File: src/rtl/dap_swj_sequence_pkg.sv
// Shared DAP command constants and the SWJ sequence worker state encoding.
package dap_swj_sequence_pkg;

  localparam logic [7:0] DAP_SWJ_SEQUENCE = 8'h12;
  localparam logic [7:0] DAP_OK           = 8'h00;
  localparam logic [7:0] DAP_ERROR        = 8'hFF;

  typedef enum logic [3:0] {
    ST_IDLE,
    ST_LEN_RD,
    ST_LEN_WAIT,
    ST_DAT_RD,
    ST_DAT_WAIT,
    ST_LOW,
    ST_HIGH,
    ST_RESP0,
    ST_RESP1,
    ST_CAPT,
    ST_DONE
  } swj_state_e;

  // A bit-count byte of zero encodes a full 256-bit sequence.
  function automatic logic [8:0] bit_count(input logic [7:0] count_byte);
    return (count_byte == 8'd0) ? 9'd256 : {1'b0, count_byte};
  endfunction

endpackage

File: src/rtl/dap_swj_sequence_swj_clk_gen.sv
// SWCLK phase timer: counts clk_div+1 cycles per phase while a phase runs.
module swj_clk_gen #(
  parameter int CLK_DIV_WIDTH = 16
) (
  input  logic                     clk,
  input  logic                     reset,
  input  logic                     load,
  input  logic [CLK_DIV_WIDTH-1:0] clk_div,
  input  logic                     run,
  input  logic                     low,
  output logic                     phase_end,
  output logic                     swclk
);

  logic [CLK_DIV_WIDTH-1:0] div_q;
  logic [CLK_DIV_WIDTH-1:0] cnt_q;

  // Half-period is captured once per sequence, when the request is accepted.
  always_ff @(posedge clk) begin
    if (load) div_q <= clk_div;
  end

  // Phase counter restarts at every phase boundary and idles at zero.
  always_ff @(posedge clk) begin
    if (reset)                  cnt_q <= '0;
    else if (!run || phase_end) cnt_q <= '0;
    else                        cnt_q <= cnt_q + 1'b1;
  end

  assign phase_end = run && (cnt_q == div_q);
  assign swclk     = !(run && low);

endmodule

File: src/rtl/dap_swj_sequence.sv
// DAP_SWJ_Sequence worker: shifts 1..256 bits LSB-first onto SWDIO/TMS.
// Optional build macro SWJ_SEQ_CAPTURE_EN: samples SWDIO_TMS_I at the end of
// each high phase and appends the captured bytes to the response.
module dap_swj_sequence
  import dap_swj_sequence_pkg::*;
#(
  parameter int         CLK_DIV_WIDTH  = 16,
  parameter int         RAM_ADDR_WIDTH = 9,
  parameter logic [7:0] CMD_ID         = DAP_SWJ_SEQUENCE
) (
  input  logic                      clk,
  input  logic                      reset,
  input  logic                      start,
  output logic                      done,
  output logic                      busy,
  input  logic [CLK_DIV_WIDTH-1:0]  clk_div,
  output logic [RAM_ADDR_WIDTH-1:0] cmd_ram_addr,
  input  logic [7:0]                cmd_ram_data,
  output logic [RAM_ADDR_WIDTH-1:0] ram_write_addr,
  output logic [7:0]                ram_write_data,
  output logic                      ram_write_en,
  output logic [RAM_ADDR_WIDTH-1:0] packet_len,
  output logic                      SWCLK_TCK_O,
  output logic                      SWDIO_TMS_O,
  output logic                      SWDIO_TMS_T,
  input  logic                      SWDIO_TMS_I
);

  swj_state_e                state_q, state_d;
  logic [RAM_ADDR_WIDTH-1:0] addr_q;
  logic [RAM_ADDR_WIDTH-1:0] pkt_len_q;
  logic [8:0]                cnt_q;
  logic [2:0]                bidx_q;
  logic [6:0]                shift_q;
  logic                      dout_q;
  logic                      phase_end;
  logic                      swclk;
  logic                      accept;

  assign accept = (state_q == ST_IDLE) && start;

  swj_clk_gen #(
    .CLK_DIV_WIDTH(CLK_DIV_WIDTH)
  ) u_clk_gen (
    .clk      (clk),
    .reset    (reset),
    .load     (accept),
    .clk_div  (clk_div),
    .run      ((state_q == ST_LOW) || (state_q == ST_HIGH)),
    .low      (state_q == ST_LOW),
    .phase_end(phase_end),
    .swclk    (swclk)
  );

`ifdef SWJ_SEQ_CAPTURE_EN
  logic [255:0] cap_q;
  logic [7:0]   bitpos_q;
  logic [8:0]   nbits_q;
  logic [4:0]   widx_q;
  logic [5:0]   nbytes;

  assign nbytes = 6'(({1'b0, nbits_q} + 10'd7) >> 3);

  // Capture buffer is cleared per request so the last partial byte is zero-padded.
  always_ff @(posedge clk) begin
    if (accept)                              cap_q           <= '0;
    else if ((state_q == ST_HIGH) && phase_end) cap_q[bitpos_q] <= SWDIO_TMS_I;
  end

  // Capture bookkeeping: bit position, total bits and response byte index.
  always_ff @(posedge clk) begin
    if (reset) begin
      bitpos_q <= '0;
      nbits_q  <= '0;
      widx_q   <= '0;
    end else begin
      if (accept)                                 bitpos_q <= '0;
      else if ((state_q == ST_HIGH) && phase_end) bitpos_q <= bitpos_q + 8'd1;
      if (state_q == ST_LEN_WAIT) nbits_q <= bit_count(cmd_ram_data);
      if (state_q == ST_RESP1)     widx_q <= '0;
      else if (state_q == ST_CAPT) widx_q <= widx_q + 5'd1;
    end
  end
`else
  logic unused_swdio_i;
  assign unused_swdio_i = SWDIO_TMS_I;
`endif

  // State register.
  always_ff @(posedge clk) begin
    if (reset) state_q <= ST_IDLE;
    else       state_q <= state_d;
  end

  // Next-state logic.
  always_comb begin
    state_d = state_q;
    case (state_q)
      ST_IDLE:     if (start) state_d = ST_LEN_RD;
      ST_LEN_RD:   state_d = ST_LEN_WAIT;
      ST_LEN_WAIT: state_d = ST_DAT_RD;
      ST_DAT_RD:   state_d = ST_DAT_WAIT;
      ST_DAT_WAIT: state_d = ST_LOW;
      ST_LOW:      if (phase_end) state_d = ST_HIGH;
      ST_HIGH: begin
        if (phase_end) begin
          if (cnt_q == 9'd1)       state_d = ST_RESP0;
          else if (bidx_q == 3'd7) state_d = ST_DAT_RD;
          else                     state_d = ST_LOW;
        end
      end
      ST_RESP0:    state_d = ST_RESP1;
`ifdef SWJ_SEQ_CAPTURE_EN
      ST_RESP1:    state_d = ST_CAPT;
      ST_CAPT:     if ({1'b0, widx_q} == (nbytes - 6'd1)) state_d = ST_DONE;
`else
      ST_RESP1:    state_d = ST_DONE;
`endif
      ST_DONE:     state_d = ST_IDLE;
      default:     state_d = ST_IDLE;
    endcase
  end

  // Sequencing registers: read address, bit counters, pin data and response length.
  always_ff @(posedge clk) begin
    if (reset) begin
      addr_q    <= '0;
      cnt_q     <= '0;
      bidx_q    <= '0;
      dout_q    <= 1'b1;
      pkt_len_q <= '0;
    end else begin
      case (state_q)
        ST_IDLE:     if (start) addr_q <= RAM_ADDR_WIDTH'(1);
        ST_LEN_WAIT: begin
          cnt_q  <= bit_count(cmd_ram_data);
          addr_q <= addr_q + 1'b1;
        end
        ST_DAT_WAIT: begin
          addr_q <= addr_q + 1'b1;
          bidx_q <= 3'd0;
          dout_q <= cmd_ram_data[0];
        end
        ST_HIGH: begin
          if (phase_end) begin
            cnt_q  <= cnt_q - 9'd1;
            bidx_q <= bidx_q + 3'd1;
            if (state_d == ST_LOW) dout_q <= shift_q[0];
          end
        end
`ifdef SWJ_SEQ_CAPTURE_EN
        ST_RESP1:    pkt_len_q <= RAM_ADDR_WIDTH'(2) + RAM_ADDR_WIDTH'(nbytes);
`else
        ST_RESP1:    pkt_len_q <= RAM_ADDR_WIDTH'(2);
`endif
        default:     ;
      endcase
    end
  end

  // Remaining bits of the current byte, consumed at each high-phase end.
  always_ff @(posedge clk) begin
    if (state_q == ST_DAT_WAIT)               shift_q <= cmd_ram_data[7:1];
    else if ((state_q == ST_HIGH) && phase_end) shift_q <= shift_q >> 1;
  end

  // Output decode from the current state.
  always_comb begin
    busy           = 1'b1;
    done           = 1'b0;
    ram_write_en   = 1'b0;
    ram_write_addr = '0;
    ram_write_data = '0;
    case (state_q)
      ST_IDLE: busy = 1'b0;
      ST_DONE: begin
        busy = 1'b0;
        done = 1'b1;
      end
      ST_RESP0: begin
        ram_write_en   = 1'b1;
        ram_write_addr = RAM_ADDR_WIDTH'(0);
        ram_write_data = CMD_ID;
      end
      ST_RESP1: begin
        ram_write_en   = 1'b1;
        ram_write_addr = RAM_ADDR_WIDTH'(1);
        ram_write_data = DAP_OK;
      end
`ifdef SWJ_SEQ_CAPTURE_EN
      ST_CAPT: begin
        ram_write_en   = 1'b1;
        ram_write_addr = RAM_ADDR_WIDTH'(2) + RAM_ADDR_WIDTH'(widx_q);
        ram_write_data = cap_q[{widx_q, 3'b000} +: 8];
      end
`endif
      default: ;
    endcase
    SWDIO_TMS_T  = !busy;
    SWCLK_TCK_O  = swclk;
    SWDIO_TMS_O  = dout_q;
    cmd_ram_addr = addr_q;
    packet_len   = pkt_len_q;
  end

endmodule

File: config.mk
export PLATFORM = sky130hd
export DESIGN_NAME = dap_swj_sequence
export DESIGN_NICKNAME = d
export VERILOG_FILES = /design/src/rtl/dap_swj_sequence_pkg.sv /design/src/rtl/dap_swj_sequence_swj_clk_gen.sv /design/src/rtl/dap_swj_sequence.sv
export SDC_FILE = /design/constraint.sdc
export NUM_CORES = 1
export LEC_CHECK = 0
export BUFFER_PORTS_ARGS = -buffer_cell sky130_fd_sc_hd__buf_2
export CAP_MARGIN = 25
export CORE_MARGIN = 3
export CORE_UTILIZATION = 50
export CTS_CLUSTER_SIZE = 20
export DETAILED_ROUTE_END_ITERATION = 8
export GPL_TIMING_DRIVEN = 0
export PLACE_DENSITY_LB_ADDON = 0.15
export REMOVE_ABC_BUFFERS = 1
export SETUP_SLACK_MARGIN = 0.5
export SYNTH_ARGS = -nofsm -noshare
export SYNTH_HDL_FRONTEND = slang
export SYNTH_HIERARCHICAL = 1
export SYNTH_SLANG_ARGS = --single-unit
File: constraint.sdc
create_clock -name clk -period 2.3 [get_ports clk]
set_clock_uncertainty 0.05 [all_clocks]
set_input_delay 0.23 -clock clk [delete_from_list [all_inputs] [get_ports clk]]
set_output_delay 0.23 -clock clk [all_outputs]
set_load 0.05 [all_outputs]
==> results.tsv <==
stage	metric	value	unit
status	result of the run	finished, final reports clean	
synthesis	Post-Synthesis Cells	369	
sta	WHS	0.0234	ns
worst_setup_path	Crit-path slowest cell	edfxtp_1	
sta	fmax	458	MHz
sta	post-layout min period	2.18	ns
drt	wire per inst	15.9	um
sta	setup_tns	0	ns
power_and_ir_drop	sequential power share	46.7	%
global_route	largest net degree at the start of global routing	22	
die	core area	0.00653	mm2
sta	Pins Over Slew Limit	0	
clocking	CTS tree	yes	
synthesis	ys async rst share	0	%
finish	Core Util, Final	66.8	%
finish	Filler Cells Inserted	528	
power_and_ir_drop	switching part of the total power	27.9	%
die	Initial Util	53.0	%
finish	Finished Cell Area	0.00437	mm2
power_and_ir_drop	clock power share	38.0	%
global_route	vias in the first global route	2569	
power_and_ir_drop	LEAKAGE	1.66	nW
sta	relative slew slack	54.7	%
finish	Syn-to-layout area delta	26.0	%
power_and_ir_drop	PwrDens	639	mW/mm2
finish	ANT cells	0	
die	# rows	29	
power_and_ir_drop	Comb power frac	15.3	%
power_and_ir_drop	internal power	0.00201	W
global_route	initial antenna violation count	0	
finish	Layout Nets	476	
synthesis	EDFF count, synth	23	
sta	RSZ-0062 raised after global routing	yes	
clocking	total CTS buffers	9	
placed_design	Placer Congestion	0.775	
drt	Initial DRC Count	171	
worst_setup_path	Worst path max stage delay	0.39	ns
job	number of max-cap violations	0	
synthesis	synthesized area	0.00346	mm2
worst_setup_path	crit path kind	flip-flop to flip-flop	
power_and_ir_drop	Switch Pwr	0.000778	W
worst_setup_path	crit path max fanout	5	
power_and_ir_drop	maximum vdd ir drop	0.443	mV
placed_design	port bufs	45	
placed_design	HPWL after DPL	4.95	mm
placed_design	Post-DP Area	0.00359	mm2
global_route	Overall Global Routing Usage	21.1	%
sta	period utilisation layout	94.9	%
drt	drt via density	5.52	
die	die area	0.00796	mm2
drt	final WL	8.35	mm
clocking	Clock Pin Slew Worst Setup and Hold Paths	0.07	ns
worst_setup_path	Cell Chain, Critical Path	xnor2_1 -> nand4_1 -> nor4_4 -> and2_4 -> nor2b_4 -> or3_4 -> o21ai_2 -> a21oi_1	
worst_setup_path	CP Data Arrival Time	2.35	ns
sta	setup violators final	0	
worst_setup_path	Req. time, crit path	2.46	ns
sta	Tightest Pin Transition	0.675	ns
clocking	CTS H-tree depth	3	
drt	number of remaining DRC errors	0	
clocking	clock sink count	66	
synthesis	Ys Warns	6	
global_route	Overflow after GRT	0	
min_path	Hold Crit Class	input port to flip-flop	
synthesis	Post-synth top flop	dfxtp_1	
synthesis	Synth Register Bits	66	
global_route	first-pass GRT wire length	12.8	mm
die	Die X	89.2	um
finish	share of layout cells above drive strength 1	28.4	%
synthesis	post-synthesis sequential area ratio	44.8	%
sta	Hold Violations, Final	0	
die	# IOs	69	
worst_setup_path	critical path endpoint category	flip-flop	
synthesis	mean post-synth cell area	9.39	um2
die	die height	89.2	um
clocking	root buffer cell	clkbuf_8	
clocking	clk buf depth	2	
synthesis	Distinct cells, synth	52	
drt	first drt pass iteration count	4	
clocking	clk_lat worst skew	0.35	ns
drt	Via Count	2891	
worst_setup_path	CP Launch Type	flip-flop	
power_and_ir_drop	power after layout	0.00279	W
drt	DRT antenna net count	0	
[power by group through the flow]
stage                     Sequential, W  Combinational (W)  Clock (W)
after global placement          0.00133           0.000340          0
after global routing            0.00131           0.000464    0.00111
after floorplan                 0.00133           0.000253          0
after detailed placement        0.00133           0.000344          0
after CTS                       0.00130           0.000398    0.00106
final                           0.00130           0.000428    0.00106
[critical path: cells and delay by family (launching register included)]
family / cells / cell delay, ns
DFF: 1 / 0.39
AOI/OAI and AO/OA: 2 / 0.22
and+or+nand+nor: 5 / 1.20
xor gates and xnor gates: 1 / 0.19
[through the flow]
step / std cells / setup WS [ns]
2_1_floorplan: 349 / -1.40
3_3_place_gp: 471 / -0.976
3_5_place_dp: 471 / -1.01
4_1_cts: 508 / 0.120
5_1_grt: 524 / 0.0145
6_report: 524 / 0.116
[timing repair]
action	CTS	global route
endpoints found under the hold margin	12	1
cloned	1	0
pin swaps	13	12
resized for setup	42	33
hold buffers	12	1
setup buffers	8	15
endpoints found under the setup margin	70	36
[cells in the mapped netlist (6+ instances only)]
cell type	instances	area share, %
a21oi_1	20	2.9
and2_1	10	1.8
buf_4	25	5.4
dfxtp_1	43	25
edfxtp_1	23	20
ha_1	6	2.2
inv_1	6	0.65
nand2_1	31	3.4
nand3_1	17	2.5
nand4_1	13	2.3
nor2_1	20	2.2
nor3_1	19	2.7
nor3b_1	6	1.3
nor4_1	7	1.3
o21ai_0	18	2.6
xnor2_1	26	6.6
xor2_1	11	2.8
[state kept, by name (all words and copies together) (netlist names)]
signal / cells
SWDIO_TMS_O: 1
packet_len: 1
state_q: 4
u_clk_gen/div_q: 16
bidx_q: 3
shift_q: 7
cmd_ram_addr: 9
u_clk_gen/cnt_q: 16
cnt_q: 9
[cell type report]
class	instances	area, um2	share of cell area, %
clock inverters	6	82.6	1.89
repair buffers	81	593	13.6
clock buffers	10	128	2.92
flip-flops and latches	66	1570	36.0
multi-input cells	278	1870	42.9
well taps	77	96.3	2.21
inverters	6	22.5	0.516
[cells by family after synthesis]
group	share of synthesized area, %
mux	0.289
simple gates	25.6
other cells	0.108
xor+xnor	9.36
fa+ha+maj	2.17
flops	44.8
buf+inv	8.67
compound gates	9.03
[final timing paths]
path                            from                   to  slack, ns  cells after the start
setup / recovery  u_clk_gen/div_q[6]             cnt_q[2]       0.12                      8
setup reg to reg  u_clk_gen/div_q[6]             cnt_q[2]       0.12                      8
hold reg to reg            bidx_q[1]            bidx_q[1]       0.42                      2
hold / removal           clk_div[15]  u_clk_gen/div_q[15]       0.02                      1
[metal layers]
layer	wire length [um]	GRT usage, %	share of wire, %	up-vias
met1	3740	29.5	45	1365
met3	484	3.96	5.8	13
met4	147	9.20	1.8	0
met2	3980	31.9	48	94
li1	-	-	-	1419
met5	0	0	0	-
[placed cells by master (no fill, tap or decap), types with 3 or more instances in the layout]
master,instances
nor3b_1,5
nor4_2,4
clkbuf_8,9
nor3_2,3
and3_1,4
buf_2,38
nand4_1,13
inv_1,6
nand2b_1,3
nor4_1,5
a211oi_1,4
ha_1,6
xor2_1,11
o21ai_1,5
dfxtp_4,3
nand2_1,29
nor2_1,19
buf_6,6
and2_1,9
buf_4,19
conb_1,22
nand3_1,17
dlygate4sd3_1,13
nor3_1,17
o21ai_2,3
or3_1,3
dfxtp_1,34
a21oi_1,19
edfxtp_1,23
o21ai_0,10
xnor2_1,24
dfxtp_2,6
Note: power is estimated with default switching activity, not from simulation.
